==> src/rtl/alu_pkg.sv <==
// Shared definitions for the sequential ALU: opcode values, flag bit
// positions, FSM state encoding and the internal operation classes.
package alu_pkg;

    // Opcode values as presented on the opCode port
    localparam int OP_ADD = 0;
    localparam int OP_SUB = 1;
    localparam int OP_AND = 2;
    localparam int OP_OR  = 3;
    localparam int OP_XOR = 4;
    localparam int OP_SLL = 5;
    localparam int OP_SRL = 6;
    localparam int OP_SRA = 7;
    localparam int OP_MUL = 8;

    // Bit positions inside the 4-bit flags bus
    localparam int FLAG_Z = 0;
    localparam int FLAG_N = 1;
    localparam int FLAG_C = 2;
    localparam int FLAG_V = 3;

    typedef enum logic [1:0] {
        IDLE = 2'd0,
        BUSY = 2'd1,
        DONE = 2'd2
    } state_t;

    // Operations handled by the iterative unit
    typedef enum logic [1:0] {
        IT_SLL = 2'd0,
        IT_SRL = 2'd1,
        IT_SRA = 2'd2,
        IT_MUL = 2'd3
    } iter_op_t;

    // Decoded operation class; K_ILL covers every undefined code
    typedef enum logic [3:0] {
        K_ADD = 4'd0,
        K_SUB = 4'd1,
        K_AND = 4'd2,
        K_OR  = 4'd3,
        K_XOR = 4'd4,
        K_SLL = 4'd5,
        K_SRL = 4'd6,
        K_SRA = 4'd7,
        K_MUL = 4'd8,
        K_ILL = 4'd9
    } op_kind_t;

    // Map a zero-extended opcode onto its operation class
    function automatic op_kind_t decode_op(input int code);
        op_kind_t k;
        case (code)
            OP_ADD:  k = K_ADD;
            OP_SUB:  k = K_SUB;
            OP_AND:  k = K_AND;
            OP_OR:   k = K_OR;
            OP_XOR:  k = K_XOR;
            OP_SLL:  k = K_SLL;
            OP_SRL:  k = K_SRL;
            OP_SRA:  k = K_SRA;
            OP_MUL:  k = K_MUL;
            default: k = K_ILL;
        endcase
        return k;
    endfunction

endpackage

==> src/rtl/alu_iter_unit.sv <==
// Iterative datapath for shifts (one bit per step) and unsigned
// shift-add multiply (one multiplier bit per step). The low half of the
// data register holds the shift operand or, for MUL, the multiplier that
// is consumed as the partial product grows into the upper half.
module alu_iter_unit
    import alu_pkg::*;
#(
    parameter int WIDTH       = 32,
    parameter int SHAMT_WIDTH = $clog2(WIDTH)
) (
    input  logic                   clk,
    input  logic                   resetN,
    input  logic                   start,
    input  logic                   step,
    input  logic [1:0]             op,
    input  logic [WIDTH-1:0]       a,
    input  logic [WIDTH-1:0]       b,
    input  logic [SHAMT_WIDTH-1:0] shamt,
    output logic                   last,
    output logic [WIDTH-1:0]       result,
    output logic                   carry,
    output logic                   overflow
);

    // One extra bit so the counter can hold WIDTH for multiply
    localparam int CW = SHAMT_WIDTH + 1;

    logic [2*WIDTH-1:0] data_q;
    logic [WIDTH-1:0]   mcand_q;
    logic [CW-1:0]      count_q;
    logic               carry_q;
    iter_op_t           op_q;
    logic [WIDTH:0]     mul_sum;
    logic               hi_nz;

    // Partial-product add for the current multiplier bit (LSB of data)
    always_comb begin
        mul_sum = {1'b0, data_q[2*WIDTH-1:WIDTH]};
        if (data_q[0]) begin
            mul_sum = {1'b0, data_q[2*WIDTH-1:WIDTH]} + {1'b0, mcand_q};
        end
    end

    // Load operands on start, then advance one bit per step until the count expires
    always_ff @(posedge clk) begin
        if (!resetN) begin
            data_q  <= '0;
            mcand_q <= '0;
            count_q <= '0;
            carry_q <= 1'b0;
            op_q    <= IT_SLL;
        end else if (start) begin
            op_q    <= iter_op_t'(op);
            mcand_q <= a;
            carry_q <= 1'b0;
            if (iter_op_t'(op) == IT_MUL) begin
                data_q  <= {{WIDTH{1'b0}}, b};
                count_q <= CW'(WIDTH);
            end else begin
                data_q  <= {{WIDTH{1'b0}}, a};
                count_q <= {1'b0, shamt};
            end
        end else if (step && (count_q != '0)) begin
            count_q <= count_q - 1'b1;
            case (op_q)
                IT_SLL: begin
                    carry_q            <= data_q[WIDTH-1];
                    data_q[WIDTH-1:0]  <= {data_q[WIDTH-2:0], 1'b0};
                end
                IT_SRL: begin
                    carry_q            <= data_q[0];
                    data_q[WIDTH-1:0]  <= {1'b0, data_q[WIDTH-1:1]};
                end
                IT_SRA: begin
                    carry_q            <= data_q[0];
                    data_q[WIDTH-1:0]  <= {data_q[WIDTH-1], data_q[WIDTH-1:1]};
                end
                default: begin
                    data_q <= {mul_sum, data_q[WIDTH-1:1]};
                end
            endcase
        end
    end

    // Status decode from the registered state only
    always_comb begin
        hi_nz    = |data_q[2*WIDTH-1:WIDTH];
        last     = (count_q == CW'(1));
        result   = data_q[WIDTH-1:0];
        carry    = carry_q;
        overflow = 1'b0;
        if (op_q == IT_MUL) begin
            carry    = hi_nz;
            overflow = hi_nz;
        end
    end

endmodule

==> src/rtl/seq_alu.sv <==
// Handshaked sequential ALU. Single-cycle operations are computed at the
// accept edge and registered; shifts and multiply run in alu_iter_unit and
// their result is read straight from its registers once DONE is reached.
module seq_alu
    import alu_pkg::*;
#(
    parameter int WIDTH        = 32,
    parameter int OPCODE_WIDTH = 6,
    parameter int SHAMT_WIDTH  = $clog2(WIDTH)
) (
    input  logic                    clk,
    input  logic                    resetN,
    input  logic                    inValid,
    output logic                    inReady,
    input  logic [WIDTH-1:0]        operand1,
    input  logic [WIDTH-1:0]        operand2,
    input  logic [OPCODE_WIDTH-1:0] opCode,
    output logic                    outValid,
    input  logic                    outReady,
    output logic [WIDTH-1:0]        result,
    output logic [3:0]              flags,
    output logic                    error
);

    state_t             state_q, state_d;
    op_kind_t           kind;
    logic               accept;
    logic               is_iter;
    logic               iter_start;
    logic               iter_step;
    logic [1:0]         iter_op;
    logic [SHAMT_WIDTH-1:0] shamt;

    logic               iter_last;
    logic [WIDTH-1:0]   iter_result;
    logic               iter_carry;
    logic               iter_overflow;

    logic [WIDTH-1:0]   sc_res;
    logic               sc_c;
    logic               sc_v;
    logic               sc_err;
    logic [WIDTH:0]     usum;
    logic [WIDTH:0]     udiff;
    logic signed [WIDTH:0] ssum;
    logic signed [WIDTH:0] sdiff;

    logic [WIDTH-1:0]   result_q;
    logic [3:0]         flags_q;
    logic               error_q;
    logic               use_iter_q;

    // Opcode decode and iterative-unit control
    always_comb begin
        kind       = decode_op(int'(opCode));
        shamt      = operand2[SHAMT_WIDTH-1:0];
        accept     = inValid && (state_q == IDLE);
        is_iter    = (kind == K_SLL) || (kind == K_SRL) ||
                     (kind == K_SRA) || (kind == K_MUL);
        iter_start = accept && is_iter;
        iter_step  = (state_q == BUSY);
        iter_op    = IT_SLL;
        case (kind)
            K_SRL:   iter_op = IT_SRL;
            K_SRA:   iter_op = IT_SRA;
            K_MUL:   iter_op = IT_MUL;
            default: iter_op = IT_SLL;
        endcase
    end

    alu_iter_unit #(
        .WIDTH       (WIDTH),
        .SHAMT_WIDTH (SHAMT_WIDTH)
    ) u_iter (
        .clk      (clk),
        .resetN   (resetN),
        .start    (iter_start),
        .step     (iter_step),
        .op       (iter_op),
        .a        (operand1),
        .b        (operand2),
        .shamt    (shamt),
        .last     (iter_last),
        .result   (iter_result),
        .carry    (iter_carry),
        .overflow (iter_overflow)
    );

    // Single-cycle arithmetic/logic result and carry/overflow
    always_comb begin
        usum   = {1'b0, operand1} + {1'b0, operand2};
        udiff  = {1'b0, operand1} - {1'b0, operand2};
        ssum   = $signed({operand1[WIDTH-1], operand1}) + $signed({operand2[WIDTH-1], operand2});
        sdiff  = $signed({operand1[WIDTH-1], operand1}) - $signed({operand2[WIDTH-1], operand2});
        sc_res = '0;
        sc_c   = 1'b0;
        sc_v   = 1'b0;
        sc_err = 1'b0;
        case (kind)
            K_ADD: begin
                sc_res = usum[WIDTH-1:0];
                sc_c   = usum[WIDTH];
                sc_v   = ssum[WIDTH] ^ ssum[WIDTH-1];
            end
            K_SUB: begin
                sc_res = udiff[WIDTH-1:0];
                sc_c   = udiff[WIDTH];
                sc_v   = sdiff[WIDTH] ^ sdiff[WIDTH-1];
            end
            K_AND:   sc_res = operand1 & operand2;
            K_OR:    sc_res = operand1 | operand2;
            K_XOR:   sc_res = operand1 ^ operand2;
            K_ILL:   sc_err = 1'b1;
            default: sc_res = '0;
        endcase
    end

    // FSM state register
    always_ff @(posedge clk) begin
        if (!resetN) begin
            state_q <= IDLE;
        end else begin
            state_q <= state_d;
        end
    end

    // Next-state logic: zero-length shifts finish like single-cycle ops
    always_comb begin
        state_d = state_q;
        case (state_q)
            IDLE: begin
                if (inValid) begin
                    if (kind == K_MUL) begin
                        state_d = BUSY;
                    end else if (is_iter && (shamt != '0)) begin
                        state_d = BUSY;
                    end else begin
                        state_d = DONE;
                    end
                end
            end
            BUSY: begin
                if (iter_last) begin
                    state_d = DONE;
                end
            end
            DONE: begin
                if (outReady) begin
                    state_d = IDLE;
                end
            end
            default: state_d = IDLE;
        endcase
    end

    // Capture the single-cycle result and flags at the accept edge
    always_ff @(posedge clk) begin
        if (!resetN) begin
            result_q   <= '0;
            flags_q    <= '0;
            error_q    <= 1'b0;
            use_iter_q <= 1'b0;
        end else if (accept) begin
            result_q        <= sc_res;
            flags_q[FLAG_Z] <= (sc_res == '0);
            flags_q[FLAG_N] <= sc_res[WIDTH-1];
            flags_q[FLAG_C] <= sc_c;
            flags_q[FLAG_V] <= sc_v;
            error_q         <= sc_err;
            use_iter_q      <= is_iter;
        end
    end

    // Output selection from registered sources only
    always_comb begin
        inReady  = (state_q == IDLE);
        outValid = (state_q == DONE);
        error    = error_q;
        result   = result_q;
        flags    = flags_q;
        if (use_iter_q) begin
            result        = iter_result;
            flags[FLAG_Z] = (iter_result == '0);
            flags[FLAG_N] = iter_result[WIDTH-1];
            flags[FLAG_C] = iter_carry;
            flags[FLAG_V] = iter_overflow;
        end
    end

endmodule

==> config.mk <==
export PLATFORM = sky130hd
export DESIGN_NAME = seq_alu
export DESIGN_NICKNAME = d
export VERILOG_FILES = /design/src/rtl/alu_pkg.sv /design/src/rtl/alu_iter_unit.sv /design/src/rtl/seq_alu.sv
export SDC_FILE = /design/constraint.sdc
export NUM_CORES = 1
export LEC_CHECK = 0
export CAP_MARGIN = 40
export CORE_MARGIN = 2
export CORE_UTILIZATION = 45
export CTS_BUF_LIST = sky130_fd_sc_hd__clkbuf_8 sky130_fd_sc_hd__clkbuf_16
export CTS_CLUSTER_SIZE = 40
export DETAILED_ROUTE_END_ITERATION = 10
export REMOVE_ABC_BUFFERS = 1
export SKIP_LAST_GASP = 1
export SYNTH_ARGS = -nofsm -noshare
export SYNTH_HDL_FRONTEND = slang
export SYNTH_SLANG_ARGS = --single-unit
==> constraint.sdc <==
create_clock -name clk -period 4.4 [get_ports clk]
set_clock_uncertainty 0.2 [all_clocks]
set_input_delay 0.44 -clock clk [delete_from_list [all_inputs] [get_ports clk]]
set_output_delay 0.44 -clock clk [all_outputs]
set_load 0.1 [all_outputs]
==> impl_summary.log <==
[metrics] clock tree from TritonCTS: done
[metrics] standard-cell rows: 64
[metrics] total negative slack: 0 ns
[metrics] highest net fanout along the worst path: 10
[metrics] Tightest Pin Transition: 0.9367 ns
[metrics] syn_area_per_cell: 7.321 sq um
[metrics] DR pass1 iterations: 6
[metrics] master of the slowest instance on the critical path: clkdlybuf4s50_1
[metrics] Power Dens Cells: 249.5 nW/um^2
[metrics] class of the worst hold path: flop to flop
[metrics] Int Pwr: 3.022 mW
[metrics] Fill cells: 2,815
[metrics] fraction of the cycle the final worst path needs: 95.97%
[metrics] maximum ir drop on the vdd rail: 0.3191 mV
[metrics] proportion of total power due to net switching: 34.44%
[metrics] number of global-route vias before repair: 15,363
[metrics] detailed-route wire length: 56,500 microns
[metrics] multi-input gate area in the final layout: 10,200 sq um
[metrics] core area: 30,590 sq um
[metrics] final routed wire length divided by cell count: 21.56 microns
[metrics] number of unique standard cell types used by synthesis: 85
[metrics] endpoint required time on the critical path: 4.56 ns
[metrics] initial antenna violation count: 0
[metrics] maximum clock insertion buffer count: 2
[metrics] die width: 180.2 microns
[metrics] sequential fraction of the synthesis area: 20.64%
[metrics] Via-to-Cell Ratio: 6.145
[metrics] total number of H-tree levels: 4
[metrics] category of the worst setup path capture point: flop
[metrics] WP data arrival: 4.38 ns
[metrics] number of warnings printed during yosys synthesis: 0
[metrics] quantity of hold-fixing buffers added after cts: 0
[metrics] flip-flop cell with the highest count after synthesis: dfxtp_1
[metrics] Worst Setup Slack post-DPL: -0.2795 ns
[metrics] fraction of synthesis flops using an asynchronous set or reset pin: 0%
[metrics] die height: 180.2 microns
[metrics] headroom to the max-slew limit: 36.67%
[metrics] time the final worst path needs with I/O delays and setup: 4.223 ns
[metrics] Clock Pin Slew Worst Setup and Hold Paths: 0.06 ns
[metrics] count of max-cap constraint violations: 0
[metrics] Yosys reg bits: 144
[metrics] global-route wire length before repair: 87,860 microns
[metrics] post-route ant nets: 0
[metrics] Clk network pwr share: 34.1%
[metrics] clock latency reported for the late side of the worst-skew pair: 0.44 ns
[metrics] area growth from synthesis to layout: 32.28%
[metrics] Top cell by count, worst path: buf_4
[metrics] Lkg Pwr: 8.239 nW
[metrics] clock sink count: 144
[metrics] maximum achievable frequency: 0.2368 GHz
[metrics] part of the total power dissipated in sequential elements: 29.7%
[metrics] IO Count: 113
[metrics] DRC violations left: 0
[metrics] routability congestion estimate: 1.007
[metrics] commonest cells after routing, fill and taps aside: 263 x buf_4, 211 x a21oi_1, 198 x nand2_1
[metrics] cell chain of the critical path: clkdlybuf4s50_1, inv_1, ha_1, buf_4, a21oi_1, o21ai_0, o21bai_1, o31ai_4, or2_2, a222oi_1, buf_4, nand3_1, nor4_2, buf_4, and4_1, and4b_1, nand4_1, o31ai_2
[metrics] category of the critical setup timing path: input pin to flop
[metrics] most frequent standard cell in the layout excluding fill and tap cells: buf_4
[metrics] Setup Viol. Count Final: 0
[metrics] number of endpoints with negative hold slack in the final report: 0
[metrics] delay of the slowest cell on the worst path: 0.53 ns
[metrics] switching power summed over all nets: 1.588 mW
[metrics] Final HPWL DP: 43,760 microns
[metrics] post-synthesis cell count: 1,908
[metrics] Logic pwr share: 36.2%
[metrics] global route overflow: 0
[metrics] post-layout net count: 2,433
[metrics] number of DRC markers after the initial detailed-route iteration: 1,457
[metrics] area of the die: 32,470 sq um
[metrics] status: complete, no violations
[metrics] total routing resource utilization after global routing: 34.00%
[metrics] fraction of layout cells with a size suffix above 1: 19.11%
[metrics] Critical Path Start Type: input pin
[metrics] Final WS setup: 0.1773 ns
[metrics] Antenna Cells: 0
[metrics] Reg area: 2885 sq um
[metrics] total clock buffers created by CTS: 17
[metrics] Max Transition Viols Final: 0
[metrics] starting utilization of the core area: 45.66%
[metrics] root buffer cell: clkbuf_16
[metrics] routed via count: 16,099
[metrics] post-synthesis cell area: 13,970 sq um
[metrics] unrepaired setup endpoints after global routing: false
[metrics] maximum number of pins on one net before global-route repair: 107
[metrics] EDFF count, synth: 0
[metrics] Buffers on Ports: 112
==> flip-flops by register name, summed over array words and instances, names as in the netlist <==
| signal | count |
|---|---|
| error | 1 |
| flags_q | 4 |
| result_q | 31 |
| state_q | 2 |
| u_iter.carry_q | 1 |
| u_iter.count_q | 6 |
| u_iter.data_q | 64 |
| u_iter.mcand_q | 32 |
| u_iter.op_q | 2 |
| use_iter_q | 1 |
==> per-stage QoR <==
step           total power, mW  cell area, sq um  hold WS (ns)  util (%)  cells
5_1_grt                  4.774             18480        0.2742     60.41   2620
2_1_floorplan            2.234             13470        0.2319         -   1783
3_5_place_dp             3.020             17810        0.2443     58.22   2589
3_3_place_gp             2.901             17090        0.2405     55.87   2552
6_report                 4.610             18480        0.2530     60.41   2620
4_1_cts                  4.586             18440        0.2526     60.28   2620
==> cells by family after synthesis <==
| kind of cell | Yosys count | synth area share, % |
|---|---|---|
| AOI/OAI and AO/OA | 666 | 32.00 |
| xor gates and xnor gates | 30 | 1.881 |
| adders and majority gates | 147 | 13.33 |
| buffers and inverters | 246 | 6.790 |
| DFF | 144 | 20.64 |
| muxes | 64 | 4.962 |
| and+or+nand+nor | 611 | 20.40 |
==> power groups by stage <==
stage	Clock [mW]	Sequential, mW	Combinational (mW)
after floorplan	0	1.40	0.835
after global placement	0	1.40	1.50
after detailed placement	0	1.40	1.62
after CTS	1.58	1.37	1.63
after global routing	1.63	1.37	1.77
final	1.57	1.37	1.67
==> layer usage <==
layer | vias to the layer above | wire length, microns | GRT usage (%)
met1 | 7616 | 25610 | 49.38
met5 | - | 0 | 0
li1 | 7604 | - | -
met2 | 784 | 24510 | 52.61
met3 | 95 | 4921 | 4.568
met4 | 0 | 1454 | 9.194
==> synth_stat cells, types with 17 or more instances <==
cell | instances | area share [%]
a21oi_1 | 212 | 7.6
nand2_1 | 198 | 5.3
nor2_1 | 172 | 4.6
dfxtp_1 | 144 | 21
ha_1 | 144 | 13
inv_1 | 118 | 3.2
clkbuf_1 | 98 | 2.6
o21ai_0 | 85 | 3.0
o211ai_1 | 45 | 2.4
nor3_1 | 43 | 1.5
a211oi_1 | 40 | 2.1
nand3_1 | 40 | 1.4
mux2_2 | 38 | 3.1
a21o_1 | 33 | 1.8
a31oi_1 | 31 | 1.4
a221oi_1 | 28 | 1.8
nor4_1 | 28 | 1.3
o22ai_1 | 26 | 1.2
mux2i_1 | 25 | 1.8
a22oi_1 | 23 | 1.2
and3_1 | 23 | 1.0
nand2b_1 | 20 | 0.90
o211a_1 | 18 | 1.3
o31ai_1 | 18 | 0.97
buf_2 | 17 | 0.61
==> final timing paths <==
path	from	to	slack [ns]	cells after the start
min reg2reg	result_q[4]	result_q[4]	0.25	2
max reg2reg	u_iter.data_q[38]	u_iter.data_q[62]	0.55	12
min	result_q[4]	result_q[4]	0.25	2
max	operand2[13]	flags_q[0]	0.18	18
==> area by class of cell <==
type / instances / area share (%)
multi-input cells: 1518 / 55.21
well taps: 396 / 2.681
clock buffers: 20 / 2.526
inverters: 121 / 2.465
repair buffers: 410 / 20.63
flip-flops and latches: 144 / 15.61
clock inverters: 11 / 0.8803
==> critical path: cells and delay by family <==
kind | cells | cell delay [ns]
AND/OR/NAND/NOR | 6 | 1.09
buffers and inverters | 5 | 1.15
AO/OA/AOI/OAI | 6 | 1.39
adder cells (fa/ha/maj) | 1 | 0.29
==> repair_timing <==
action                     in CTS  in global routing
buffers inserted                0                  0
setup endpoints to repair       0                  4
resized for setup               0                 10
hold endpoints to repair        0                  0
No activity file was read; power rests on OpenSTA's default activity.
